--- config.mk ---
export PLATFORM = sky130hd
export DESIGN_NAME = alu_issue_stage
export DESIGN_NICKNAME = d
export VERILOG_FILES = /design/src/rtl/alu_issue_stage_pkg.sv /design/src/rtl/alu_issue_stage_alu_decode.sv /design/src/rtl/alu_issue_stage.sv
export SDC_FILE = /design/constraint.sdc
export NUM_CORES = 1
export LEC_CHECK = 0
export BUFFER_PORTS_ARGS = -buffer_cell sky130_fd_sc_hd__buf_4
export CAP_MARGIN = 0
export CORE_MARGIN = 2
export CORE_UTILIZATION = 48
export DETAILED_ROUTE_END_ITERATION = 12
export PLACE_DENSITY = 0.89
export RECOVER_POWER = 100
export SYNTH_ARGS = -nofsm -noshare
export SYNTH_HDL_FRONTEND = slang
export SYNTH_SLANG_ARGS = --single-unit
--- constraint.sdc ---
create_clock -name clk -period 2.61 [get_ports clk]
set_clock_uncertainty 0.1 [all_clocks]
set_input_delay 0.3915 -clock clk [delete_from_list [all_inputs] [get_ports clk]]
set_output_delay 0.3915 -clock clk [all_outputs]
set_load 0.02 [all_outputs]
--- src/rtl/alu_issue_stage_pkg.sv ---
// Shared encodings for the ALU issue stage: ALUOp codes, MIPS opcode/funct
// constants, the ID/EX register layout and small immediate helpers.
package alu_issue_stage_pkg;

    // ALU operation codes understood by the EX-stage ALU.
    typedef enum logic [3:0] {
        ALU_NOP   = 4'd0,
        ALU_ADD   = 4'd1,
        ALU_SUB   = 4'd2,
        ALU_AND   = 4'd3,
        ALU_OR    = 4'd4,
        ALU_NOR   = 4'd5,
        ALU_SLT   = 4'd6,
        ALU_SLTU  = 4'd7,
        ALU_SLL   = 4'd8,
        ALU_SRL   = 4'd9,
        ALU_SRA   = 4'd10,
        ALU_SLLV  = 4'd11,
        ALU_SRLV  = 4'd12,
        ALU_SLL16 = 4'd13
    } aluop_e;

    // Primary opcodes.
    localparam logic [5:0] OP_RTYPE = 6'h00;
    localparam logic [5:0] OP_BEQ   = 6'h04;
    localparam logic [5:0] OP_BNE   = 6'h05;
    localparam logic [5:0] OP_ADDI  = 6'h08;
    localparam logic [5:0] OP_ADDIU = 6'h09;
    localparam logic [5:0] OP_SLTI  = 6'h0A;
    localparam logic [5:0] OP_SLTIU = 6'h0B;
    localparam logic [5:0] OP_ANDI  = 6'h0C;
    localparam logic [5:0] OP_ORI   = 6'h0D;
    localparam logic [5:0] OP_LUI   = 6'h0F;
    localparam logic [5:0] OP_LW    = 6'h23;
    localparam logic [5:0] OP_SW    = 6'h2B;

    // R-type function codes.
    localparam logic [5:0] FN_SLL  = 6'h00;
    localparam logic [5:0] FN_SRL  = 6'h02;
    localparam logic [5:0] FN_SRA  = 6'h03;
    localparam logic [5:0] FN_SLLV = 6'h04;
    localparam logic [5:0] FN_SRLV = 6'h06;
    localparam logic [5:0] FN_ADD  = 6'h20;
    localparam logic [5:0] FN_ADDU = 6'h21;
    localparam logic [5:0] FN_SUB  = 6'h22;
    localparam logic [5:0] FN_SUBU = 6'h23;
    localparam logic [5:0] FN_AND  = 6'h24;
    localparam logic [5:0] FN_OR   = 6'h25;
    localparam logic [5:0] FN_NOR  = 6'h27;
    localparam logic [5:0] FN_SLT  = 6'h2A;
    localparam logic [5:0] FN_SLTU = 6'h2B;

    // Contents of the ID/EX pipeline register.
    typedef struct packed {
        logic        valid;
        aluop_e      aluop;
        logic [31:0] a;
        logic [31:0] b;
        logic [31:0] rtData;
        logic [4:0]  wreg;
        logic        regwrite;
        logic        memRd;
        logic        memWr;
        logic        illegal;
    } idex_t;

    // A squashed slot: nothing live, nothing written, operands zeroed.
    function automatic idex_t bubble();
        idex_t b;
        b          = '0;
        b.aluop    = ALU_NOP;
        return b;
    endfunction

    function automatic logic [31:0] sext16(input logic [15:0] imm);
        return {{16{imm[15]}}, imm};
    endfunction

    function automatic logic [31:0] zext16(input logic [15:0] imm);
        return {16'h0000, imm};
    endfunction

endpackage

--- src/rtl/alu_issue_stage_alu_decode.sv ---
// Combinational decoder: instruction word plus register operands in,
// ALUOp, ALU operands and writeback/memory controls out.
module alu_decode
    import alu_issue_stage_pkg::*;
(
    input  logic [31:0] instr_i,
    input  logic [31:0] rs_data_i,
    input  logic [31:0] rt_data_i,
    output logic [3:0]  aluop_o,
    output logic [31:0] a_o,
    output logic [31:0] b_o,
    output logic [4:0]  wreg_o,
    output logic        regwrite_o,
    output logic        mem_rd_o,
    output logic        mem_wr_o,
    output logic        illegal_o
);

    logic [5:0]  op;
    logic [4:0]  rt;
    logic [4:0]  rd;
    logic [4:0]  shamt;
    logic [5:0]  funct;
    logic [15:0] imm;

    assign op    = instr_i[31:26];
    assign rt    = instr_i[20:16];
    assign rd    = instr_i[15:11];
    assign shamt = instr_i[10:6];
    assign funct = instr_i[5:0];
    assign imm   = instr_i[15:0];

    // Decode op/funct; unknown encodings fall through to an illegal NOP,
    // and writes to $zero are suppressed last so they override everything.
    always_comb begin
        aluop_e aluop;
        logic   ill;
        aluop      = ALU_NOP;
        ill        = 1'b0;
        a_o        = rs_data_i;
        b_o        = rt_data_i;
        wreg_o     = rt;
        regwrite_o = 1'b1;
        mem_rd_o   = 1'b0;
        mem_wr_o   = 1'b0;
        case (op)
            OP_RTYPE: begin
                wreg_o = rd;
                case (funct)
                    FN_ADD, FN_ADDU: aluop = ALU_ADD;
                    FN_SUB, FN_SUBU: aluop = ALU_SUB;
                    FN_AND:          aluop = ALU_AND;
                    FN_OR:           aluop = ALU_OR;
                    FN_NOR:          aluop = ALU_NOR;
                    FN_SLT:          aluop = ALU_SLT;
                    FN_SLTU:         aluop = ALU_SLTU;
                    FN_SLL: begin
                        aluop = ALU_SLL;
                        a_o   = {27'b0, shamt};
                    end
                    FN_SRL: begin
                        aluop = ALU_SRL;
                        a_o   = {27'b0, shamt};
                    end
                    FN_SRA: begin
                        aluop = ALU_SRA;
                        a_o   = {27'b0, shamt};
                    end
                    FN_SLLV: begin
                        aluop = ALU_SLLV;
                        a_o   = {27'b0, rs_data_i[4:0]};
                    end
                    FN_SRLV: begin
                        aluop = ALU_SRLV;
                        a_o   = {27'b0, rs_data_i[4:0]};
                    end
                    default: ill = 1'b1;
                endcase
            end
            OP_ADDI, OP_ADDIU: begin
                aluop = ALU_ADD;
                b_o   = sext16(imm);
            end
            OP_SLTI: begin
                aluop = ALU_SLT;
                b_o   = sext16(imm);
            end
            OP_SLTIU: begin
                aluop = ALU_SLTU;
                b_o   = sext16(imm);
            end
            OP_ANDI: begin
                aluop = ALU_AND;
                b_o   = zext16(imm);
            end
            OP_ORI: begin
                aluop = ALU_OR;
                b_o   = zext16(imm);
            end
            OP_LUI: begin
                aluop = ALU_SLL16;
                b_o   = zext16(imm);
            end
            OP_LW: begin
                aluop    = ALU_ADD;
                b_o      = sext16(imm);
                mem_rd_o = 1'b1;
            end
            OP_SW: begin
                aluop      = ALU_ADD;
                b_o        = sext16(imm);
                mem_wr_o   = 1'b1;
                regwrite_o = 1'b0;
            end
            OP_BEQ, OP_BNE: begin
                aluop      = ALU_SUB;
                regwrite_o = 1'b0;
            end
            default: ill = 1'b1;
        endcase
        if (ill) begin
            aluop      = ALU_NOP;
            regwrite_o = 1'b0;
            mem_rd_o   = 1'b0;
            mem_wr_o   = 1'b0;
        end
        if (wreg_o == 5'd0) begin
            regwrite_o = 1'b0;
        end
        aluop_o   = aluop;
        illegal_o = ill;
    end

endmodule

--- src/rtl/alu_issue_stage.sv ---
// ID/EX issue stage: decodes the ID instruction, captures it into the
// ID/EX pipeline register under stall/flush control and counts issues.
module alu_issue_stage
    import alu_issue_stage_pkg::*;
(
    input  logic        clk,
    input  logic        rst,
    input  logic        id_valid,
    input  logic [31:0] id_instr,
    input  logic [31:0] id_rs_data,
    input  logic [31:0] id_rt_data,
    input  logic        stall,
    input  logic        flush,
    output logic        id_ready,
    output logic        ex_valid,
    output logic [3:0]  ex_aluop,
    output logic [31:0] ex_a,
    output logic [31:0] ex_b,
    output logic [31:0] ex_rt_data,
    output logic [4:0]  ex_wreg,
    output logic        ex_regwrite,
    output logic        ex_mem_rd,
    output logic        ex_mem_wr,
    output logic        ex_illegal,
    output logic [31:0] issue_count
);

    logic [3:0]  decAluop;
    logic [31:0] decA;
    logic [31:0] decB;
    logic [4:0]  decWreg;
    logic        decRegwrite;
    logic        decMemRd;
    logic        decMemWr;
    logic        decIllegal;

    idex_t       ex_d;
    idex_t       ex_q;
    logic [31:0] count_d;
    logic [31:0] count_q;

    alu_decode u_decode (
        .instr_i    (id_instr),
        .rs_data_i  (id_rs_data),
        .rt_data_i  (id_rt_data),
        .aluop_o    (decAluop),
        .a_o        (decA),
        .b_o        (decB),
        .wreg_o     (decWreg),
        .regwrite_o (decRegwrite),
        .mem_rd_o   (decMemRd),
        .mem_wr_o   (decMemWr),
        .illegal_o  (decIllegal)
    );

    assign id_ready = ~stall;

    // Next ID/EX contents: flush beats stall, stall holds, otherwise load
    // the decode (or a bubble when ID has nothing valid).
    always_comb begin
        ex_d    = ex_q;
        count_d = count_q;
        if (flush) begin
            ex_d = bubble();
        end else if (!stall) begin
            if (id_valid) begin
                ex_d.valid    = 1'b1;
                ex_d.aluop    = aluop_e'(decAluop);
                ex_d.a        = decA;
                ex_d.b        = decB;
                ex_d.rtData   = id_rt_data;
                ex_d.wreg     = decWreg;
                ex_d.regwrite = decRegwrite;
                ex_d.memRd    = decMemRd;
                ex_d.memWr    = decMemWr;
                ex_d.illegal  = decIllegal;
                count_d       = count_q + 32'd1;
            end else begin
                ex_d = bubble();
            end
        end
    end

    // Pipeline register and issue counter with synchronous reset.
    always_ff @(posedge clk) begin
        if (rst) begin
            ex_q    <= bubble();
            count_q <= '0;
        end else begin
            ex_q    <= ex_d;
            count_q <= count_d;
        end
    end

    assign ex_valid    = ex_q.valid;
    assign ex_aluop    = ex_q.aluop;
    assign ex_a        = ex_q.a;
    assign ex_b        = ex_q.b;
    assign ex_rt_data  = ex_q.rtData;
    assign ex_wreg     = ex_q.wreg;
    assign ex_regwrite = ex_q.regwrite;
    assign ex_mem_rd   = ex_q.memRd;
    assign ex_mem_wr   = ex_q.memWr;
    assign ex_illegal  = ex_q.illegal;
    assign issue_count = count_q;

endmodule

; Word-level counts from Yosys, hierarchy flattened
; Index checks and enable logic that the tools add are counted.
[totals]
ram_bits = 0
latchBits = 0
mem_count = 0
inputBits = 101
elab_cells = 71
output_inout_bits = 143
regBits = 142
romBits = 0
[op_classes]
n_lt_le_gt_ge = 0
mux = 17
reduce_logical = 16
n_shift = 0
bitwise = 2
addsub = 1
n_div = 0
eq_ne = 24
mul = 0
[op_table]
columns = op, count
row1 = 32-bit one-hot mux with 2 select lines, 2
row2 = 110-bit two-way mux, 1
row3 = "6-bit == test, second input constant", 11
row4 = 4-bit one-hot mux with 12 select lines, 1
row5 = "6-bit by 4-bit == test with 1-bit output, second input constant", 7
row6 = "32-bit by 1-bit adder with 32-bit output, second input constant", 1
row7 = 32-bit two-way mux, 1
row8 = 4-bit one-hot mux with 8 select lines, 1
row9 = "6-bit by 3-bit == test with 1-bit output, second input constant", 4
row10 = 14-bit OR reduction, 1
row11 = "6-bit by 2-bit == test with 1-bit output, second input constant", 2
row12 = 6-bit zero test, 2
row13 = 11-bit OR reduction, 1
row14 = 2-bit OR reduction, 5
row15 = 3-bit OR reduction, 3
row16 = 1-bit two-way mux, 8
row17 = 6-bit OR reduction, 1
row18 = 5-bit zero test, 1
row19 = 5-bit two-way mux, 1
row20 = 4-bit two-way mux, 1
row21 = 4-bit OR reduction, 1
row22 = 3-bit AND reduction, 1
row23 = 1-bit NOT, 2
row24 = 1-bit one-hot mux with 2 select lines, 1

; Longest topological paths before layout
; Gate-level depths: netlist of run 1.
[logic_depth]
ltp_word = 7
mapped_depth = 9
depth_no_buf = 6

; Hierarchy
; From an unflattened synthesis of run 1, not the netlist that was laid out.
[unflattened]
hier_cells = 716
area_unflattened_um2 = 6319.8
[modules_own_cells]
columns = module, area_per_inst_um2, cells_each, n_inst, seq_area_each_um2
row1 = alu_issue_stage, 5152.4, 550, 1, 2842.7
row2 = alu_decode, 1167.4, 166, 1, 0.0

; Worst setup path after synthesis of run 1
; OpenSTA, ideal clock, no wires.
[synth_path]
path_type = input -> register
from = input id_instr[26]
to = register ex_q, in the netlist ex_a[12]
stages = 9
setup_time_ns = 0.128
required_time_ns = 2.382
path_buffers = 4
arrival_time_ns = 1.785
setup_slack_ns = 0.598
cell_sequence = buf_2 nor4_4 nand2_2 buf_6 a2111o_1 buf_6 buf_8 a32oi_1 nor2_1
[synth_via]
elab_chain_len = 3
[synth_rtl]
columns = element, line_no
row1 = start: declaration, alu_issue_stage.sv:9  ; input logic [31:0] id_instr,
row2 = 6-bit zero test, alu_issue_stage_alu_decode.sv:46  ; case (op)
row3 = 32-bit two-way mux, alu_issue_stage_alu_decode.sv:46
row4 = 110-bit two-way mux, alu_issue_stage.sv:66  ; if (id_valid) begin
row5 = end signal: assignment, alu_issue_stage.sv:87  ; ex_q <= bubble();
row6 = end: declaration, alu_issue_stage.sv:38  ; idex_t ex_q;
; Every way passes these cells.
; A chain may end at the register's enable or synchronous reset.

; Worst setup path after layout of run 1
[layout_path]
from = input id_instr[27]
to = register ex_q, in the netlist ex_a[3]
; The elaborated chain is that of the path after synthesis.

==> results of run 1 <==
-- worst max-delay path, cell delays in order --
cell and delay [ns]:
clkbuf_1 0.20, nor4_1 0.36, nand2_1 0.33, or4_1 0.76
mux2i_1 0.25, o21ai_0 0.10
-- state kept, by name (all words and copies together) (netlist names) --
signal	count
ex_wreg	5
ex_b	32
ex_aluop	4
ex_mem_rd	1
ex_rt_data	32
ex_valid	1
ex_illegal	1
ex_regwrite	1
ex_mem_wr	1
issue_count	32
ex_a	32
-- cells in the final DEF, fill, tap and decap left out, drive strengths merged, types with 4 or more instances in the layout --
master | netlist | final
a22oi | 39 | 39
mux2i | 21 | 21
nand2 | 59 | 59
a221oi | 16 | 16
buf | 20 | 103
nor2 | 105 | 105
a21oi | 26 | 26
mux2 | 6 | 6
nand4 | 10 | 10
dfxtp | 142 | 142
and3 | 7 | 7
clkbuf | 39 | 169
nor4 | 4 | 4
a32oi | 28 | 28
xor2 | 25 | 25
nand3 | 16 | 16
clkinv | 0 | 7
inv | 7 | 7
o21ai | 32 | 32
nor3 | 4 | 4
and4 | 7 | 7
xnor2 | 6 | 6
-- logic make-up after synthesis --
group	Yosys count	share of synthesized area
xor+xnor	31	0.0458
compound gates	160	0.191
mux	27	0.0468
simple gates	233	0.183
fa+ha+maj	1	0.00211
buf+inv	66	0.0527
flops	142	0.479
-- cell type report --
class                      count  area, um2
fill                        1082       4300
sequential                   142       2840
multi-input combinational    452       2770
timing repair buffer         251       1330
clock buffer                  21        470
tap                          168        210
clock inverter                10        114
inverter                       7       26.3
-- layer usage --
layer	global-route usage	vias up	part of all wire
met5	0	-	0
met4	0.0940	0	0.019
met3	0.0822	28	0.085
met2	0.443	298	0.49
met1	0.310	2773	0.40
li1	-	2801	-
-- where the power goes --
| group | leakage [nW] | switching (mW) | internal (mW) |
|---|---|---|---|
| logic | 1.59 | 0.274 | 0.191 |
| clock network | 0.289 | 0.902 | 1.47 |
| registers | 1.15 | 0.0201 | 2.20 |
| total | 3.03 | 1.20 | 3.87 |
-- through the flow --
stage	setup slack [ns]	util	power [mW]	cell area, um2	hold slack, ns
after floorplan	0.598	-	2.53	5930	0.436
after global placement	0.366	0.643	2.76	7750	0.335
after global routing	0.287	0.644	5.24	7760	0.0982
final	0.402	0.644	5.06	7760	0.114
after CTS	0.644	0.691	5.12	8340	0.110
after detailed placement	0.271	0.643	2.76	7750	0.343
-- worst max-delay path by stage --
stage,from,end,slack (ns)
after floorplan,id_instr[26],ex_a[12],0.60
after global placement,id_instr[27],ex_a[0],0.37
after detailed placement,id_instr[27],ex_a[3],0.27
after CTS,issue_count[0],issue_count[14],0.64
after global routing,id_instr[27],ex_a[3],0.29
final,id_instr[27],ex_a[3],0.40
==> flow_summary.json, run 1 <==
{
  "r2r_cells": 7,
  "layoutNonFillerInstCount": 1051,
  "relSlewSlack": 0.307,
  "overflow": 0,
  "synth.most_common_cell": "dfxtp_1",
  "p_per_area_mw_per_mm2": 652,
  "synthFlopType": "dfxtp_1",
  "cts_tree": "built",
  "required_ns": 2.80,
  "final_nets": 973,
  "synthesis.nets": 762,
  "cts_sinks": 142,
  "grt_usage": 0.261,
  "io_buffer_count": 238,
  "ys_seq_elements": 142,
  "root_buffer": "clkbuf_16",
  "drive_gt1_frac": 0.168,
  "critPathKind": "in2reg",
  "status": "complete, no violations",
  "async_flop_share": 0,
  "endpoint_kind": "flop",
  "synth_cell_types": 57,
  "n_antenna_cell": 0,
  "drc": 0,
  "placed_cells": 1020,
  "synth.top_cell.area_share": 0.479,
  "numCtsBuffers": 17,
  "grt_pass1_wl_um": 27200,
  "initial_core_util": 0.492,
  "cts_setup_buffers": 0,
  "hold_end": "ex_rt_data[25]",
  "insertion_delay_ns": 0.42,
  "grt_pass1_vias": 5410,
  "leakage_nw": 3.03,
  "min_period_over_period": 0.846,
  "synth_edf_count": 0,
  "vias_per_cell": 5.61,
  "crit_path_max_fanout": 11,
  "routed_wl_um": 18000,
  "finalCriticalPeriod_ns": 2.21,
  "antenna_found_initial": 0,
  "globalplace.congestion": 0.855,
  "post_drt_wl_per_cell_um": 17.1,
  "vias": 5900,
  "fp.dieArea_mm2": 0.0133,
  "core_area_mm2": 0.0121,
  "die_h_um": 115,
  "synth.avg_cell_area_um2": 8.99,
  "worstPathArrival_ns": 2.40,
  "grt_max_degree": 88,
  "cts_max_level": 4,
  "reg2reg_to": "issue_count[14]",
  "setup_tns_ns": 0,
  "io_pins": 244,
  "cts_buffer_depth": 2,
  "fmax_mhz": 453,
  "start_kind": "input pin",
  "hold_start": "id_rt_data[25]",
  "hp-class": "in2reg",
  "r2r_slack_ns": 0.65,
  "cts_hold_buf": 0,
  "ant_nets": 0,
  "yosys-top-cells-area": "dfxtp_1, nor2_1, a22oi_1, a32oi_1, xor2_1",
  "drv_slew": 0,
  "rsz0062_at_grt": "false",
  "yosys.area.top_type": "dfxtp_1",
  "placementRows": 40,
  "ir_drop_uv": 413,
  "r2r-start": "issue_count[0]",
  "ys_seq_area_frac": 0.479,
  "ys_top_cells_by_count": "dfxtp_1, nor2_1, nand2_1, a22oi_1, clkbuf_1",
  "syn_to_final_growth_pct": 30.9,
  "maxCapViolations": 0,
  "firstDrtPassIters": 6,
  "cts_resized": 0,
  "netlist_area_mm2": 0.00593,
  "synthCells": 660,
  "hold_viol": 0,
  "setup_viol": 0,
  "whs_path_depth": 3,
  "clk_pin_slew_ns": 0.06,
  "tightest_slew_ns": 1.04,
  "dp.final_hpwl_um": 12300,
  "fp.dieW_um": 115,
  "dr.first_iter.drc_count": 501,
  "synth.yosys.warnings": 0
}
Power figures use the tool's default switching activity.
==> run 2: changes to the inputs <==
ABC_AREA = 1   (was unset)
CORE_UTILIZATION = 49   (was 48)
clock period = 2.1 ns   (was 2.61 ns; I/O delays follow)
==> flow_summary.json, run 2 <==
{
  "hold_start": "id_rs_data[17]",
  "hp-class": "in2reg",
  "io_pins": 244,
  "use_met3": 0.113,
  "synth.most_common_cell": "nand2_1",
  "synth_cell_types": 39,
  "drive_gt1_frac": 0.152,
  "synthCells": 892,
  "placementRows": 41,
  "cts_hold_buf": 0,
  "multi_input_area_mm2": 0.00296,
  "endpoint_kind": "flop",
  "layoutNonFillerInstCount": 1307,
  "slowest_delay_ns": 0.43,
  "ant_nets": 0,
  "syn_to_final_growth_pct": 31.6,
  "pwr-share-seq": 0.423,
  "synth_edf_count": 0,
  "synthFlopType": "dfxtp_1",
  "synth.top_cell.area_share": 0.453,
  "fp.dieW_um": 117,
  "worstPathArrival_ns": 2.12,
  "cts_tree": "built",
  "final_common_cell": "nand2_1",
  "grt_pass1_vias": 6370,
  "initial_core_util": 0.500,
  "vias": 6800,
  "r2r-start": "issue_count[0]",
  "fp.dieArea_mm2": 0.0137,
  "p_comb_frac": 0.091,
  "gr-usage-met2": 0.486,
  "final_nets": 1224,
  "min_period_over_period": 0.910,
  "maxCapViolations": 0,
  "core_area_mm2": 0.0126,
  "leakage_nw": 3.21,
  "ys_top_cells_by_count": "nand2_1, dfxtp_1, a21oi_1, inv_1, nor2_1",
  "p_int_mw": 4.87,
  "seq_area_mm2": 0.00284,
  "ys_seq_elements": 142,
  "final_cell_mix": "nand2_1, clkbuf_1, dfxtp_1",
  "status": "complete, no violations",
  "place_ws_ns": 0.178,
  "antenna_found_initial": 0,
  "die_h_um": 117,
  "crit_chain": "nand3_1 -> nor3_2 -> nand2_2 -> nor2_2 -> nand2_1 -> nor2_2 -> nand3_1 -> nand2_1 -> nor2_1",
  "power_switching_mw": 1.66,
  "critPathKind": "reg2reg",
  "met1_usage": 0.329,
  "root_buffer": "clkbuf_16",
  "numCtsBuffers": 17,
  "clk_pin_slew_ns": 0.06,
  "fmax_mhz": 523,
  "r2r_slack_ns": 0.19,
  "r2r_cells": 9,
  "clockPowerShare": 0.486,
  "setup_tns_ns": 0,
  "rsz0062_at_grt": "false",
  "firstDrtPassIters": 5,
  "fillers": 1214,
  "crit_path_max_fanout": 5,
  "cts_max_level": 4,
  "ys_seq_area_frac": 0.453,
  "setup_viol": 0,
  "synth.yosys.warnings": 0,
  "final_util": 0.658,
  "hold_end": "ex_a[17]",
  "fin_ws_ns": 0.190,
  "async_flop_share": 0,
  "dp.final_hpwl_um": 14700,
  "whs_path_depth": 3,
  "p_total_mw": 6.54,
  "synthesis.nets": 994,
  "synth.avg_cell_area_um2": 7.04,
  "cts_resized": 0,
  "yosys.area.top_type": "dfxtp_1",
  "p_sw_frac": 0.255,
  "hold_viol": 0,
  "grt_pass1_wl_um": 31100,
  "p_per_area_mw_per_mm2": 791,
  "drc": 0,
  "insertion_delay_ns": 0.42,
  "grt_max_degree": 112,
  "n_antenna_cell": 0,
  "overflow": 0,
  "relSlewSlack": 0.444,
  "crit_buf_inv": 0,
  "tightest_slew_ns": 0.834,
  "cts_setup_buffers": 0,
  "finalCriticalPeriod_ns": 1.91,
  "required_ns": 2.31,
  "cts_sinks": 142,
  "globalplace.congestion": 0.893,
  "reg2reg_to": "issue_count[29]",
  "yosys-top-cells-area": "dfxtp_1, nand2_1, a21oi_1, inv_1, nor2_1",
  "crit_family": "simple AND/OR/NAND/NOR gates",
  "io_buffer_count": 238,
  "slowest_stage": "dfxtp_1",
  "post_drt_wl_per_cell_um": 15.8,
  "cts_buffer_depth": 2,
  "grt_usage": 0.293,
  "vias_per_cell": 5.20,
  "netlist_area_mm2": 0.00628,
  "globalRoute.busiestLayer": "met2",
  "drv_slew": 0,
  "start_kind": "flop",
  "ir_drop_uv": 624,
  "placed_cells": 1274,
  "dr.first_iter.drc_count": 571,
  "routed_wl_um": 20600
}
## run 2: cells by family (layout without fill, tap and decap cells)
group           count (synthesis)  in the layout  synth area share
compound gates                197            197             0.164
flops                         142            142             0.453
fa+ha+maj                       1              1           0.00199
simple gates                  431            431             0.292
xor+xnor                        9              9            0.0126
buf+inv                       112            355            0.0767
## run 2: through the flow
step           hold WS, ns  instance area [um2]
2_1_floorplan        0.284                 6280
6_report            0.0429                 8270
3_3_place_gp         0.347                 8210
3_5_place_dp         0.350                 8210
4_1_cts             0.0300                 8830
5_1_grt             0.0421                 8270
## run 2: area by class of cell
class,instances,share of cell area
clock inverters,15,0.0239
multi-input cells,638,0.357
repair buffers,255,0.166
clock buffers,17,0.0515
flip-flops and latches,142,0.344
inverters,68,0.0309
well taps,172,0.0260
## run 2: worst max-delay path by stage
stage	from	end	slack (ns)	cells past startpoint
after global placement	id_instr[26]	ex_a[3]	0.20	7
after detailed placement	id_instr[26]	ex_a[3]	0.18	7
final	issue_count[0]	issue_count[29]	0.19	9
after floorplan	issue_count[0]	issue_count[18]	0.33	7
after CTS	issue_count[0]	issue_count[22]	0.15	9
after global routing	issue_count[0]	issue_count[28]	0.06	9
## run 2: tightest hold or removal path, stage by stage
cell	delay (ns)
buf_4	0.07
nand2_1	0.04
a21oi_1	0.10
## run 2: per-layer routing
metal / vias up / wire [um]
met2: 298 / 9860
met5: - / 0
met1: 3084 / 8060
met3: 73 / 1760
met4: 0 / 947
li1: 3345 / -
## run 2: power by group through the flow
stage          clock network (mW)  registers [mW]  logic [mW]
2_1_floorplan                   0            2.87       0.267
3_3_place_gp                    0            2.82       0.618
3_5_place_dp                    0            2.82       0.629
4_1_cts                      3.21            2.76       0.635
5_1_grt                      3.33            2.77       0.651
6_report                     3.18            2.76       0.598
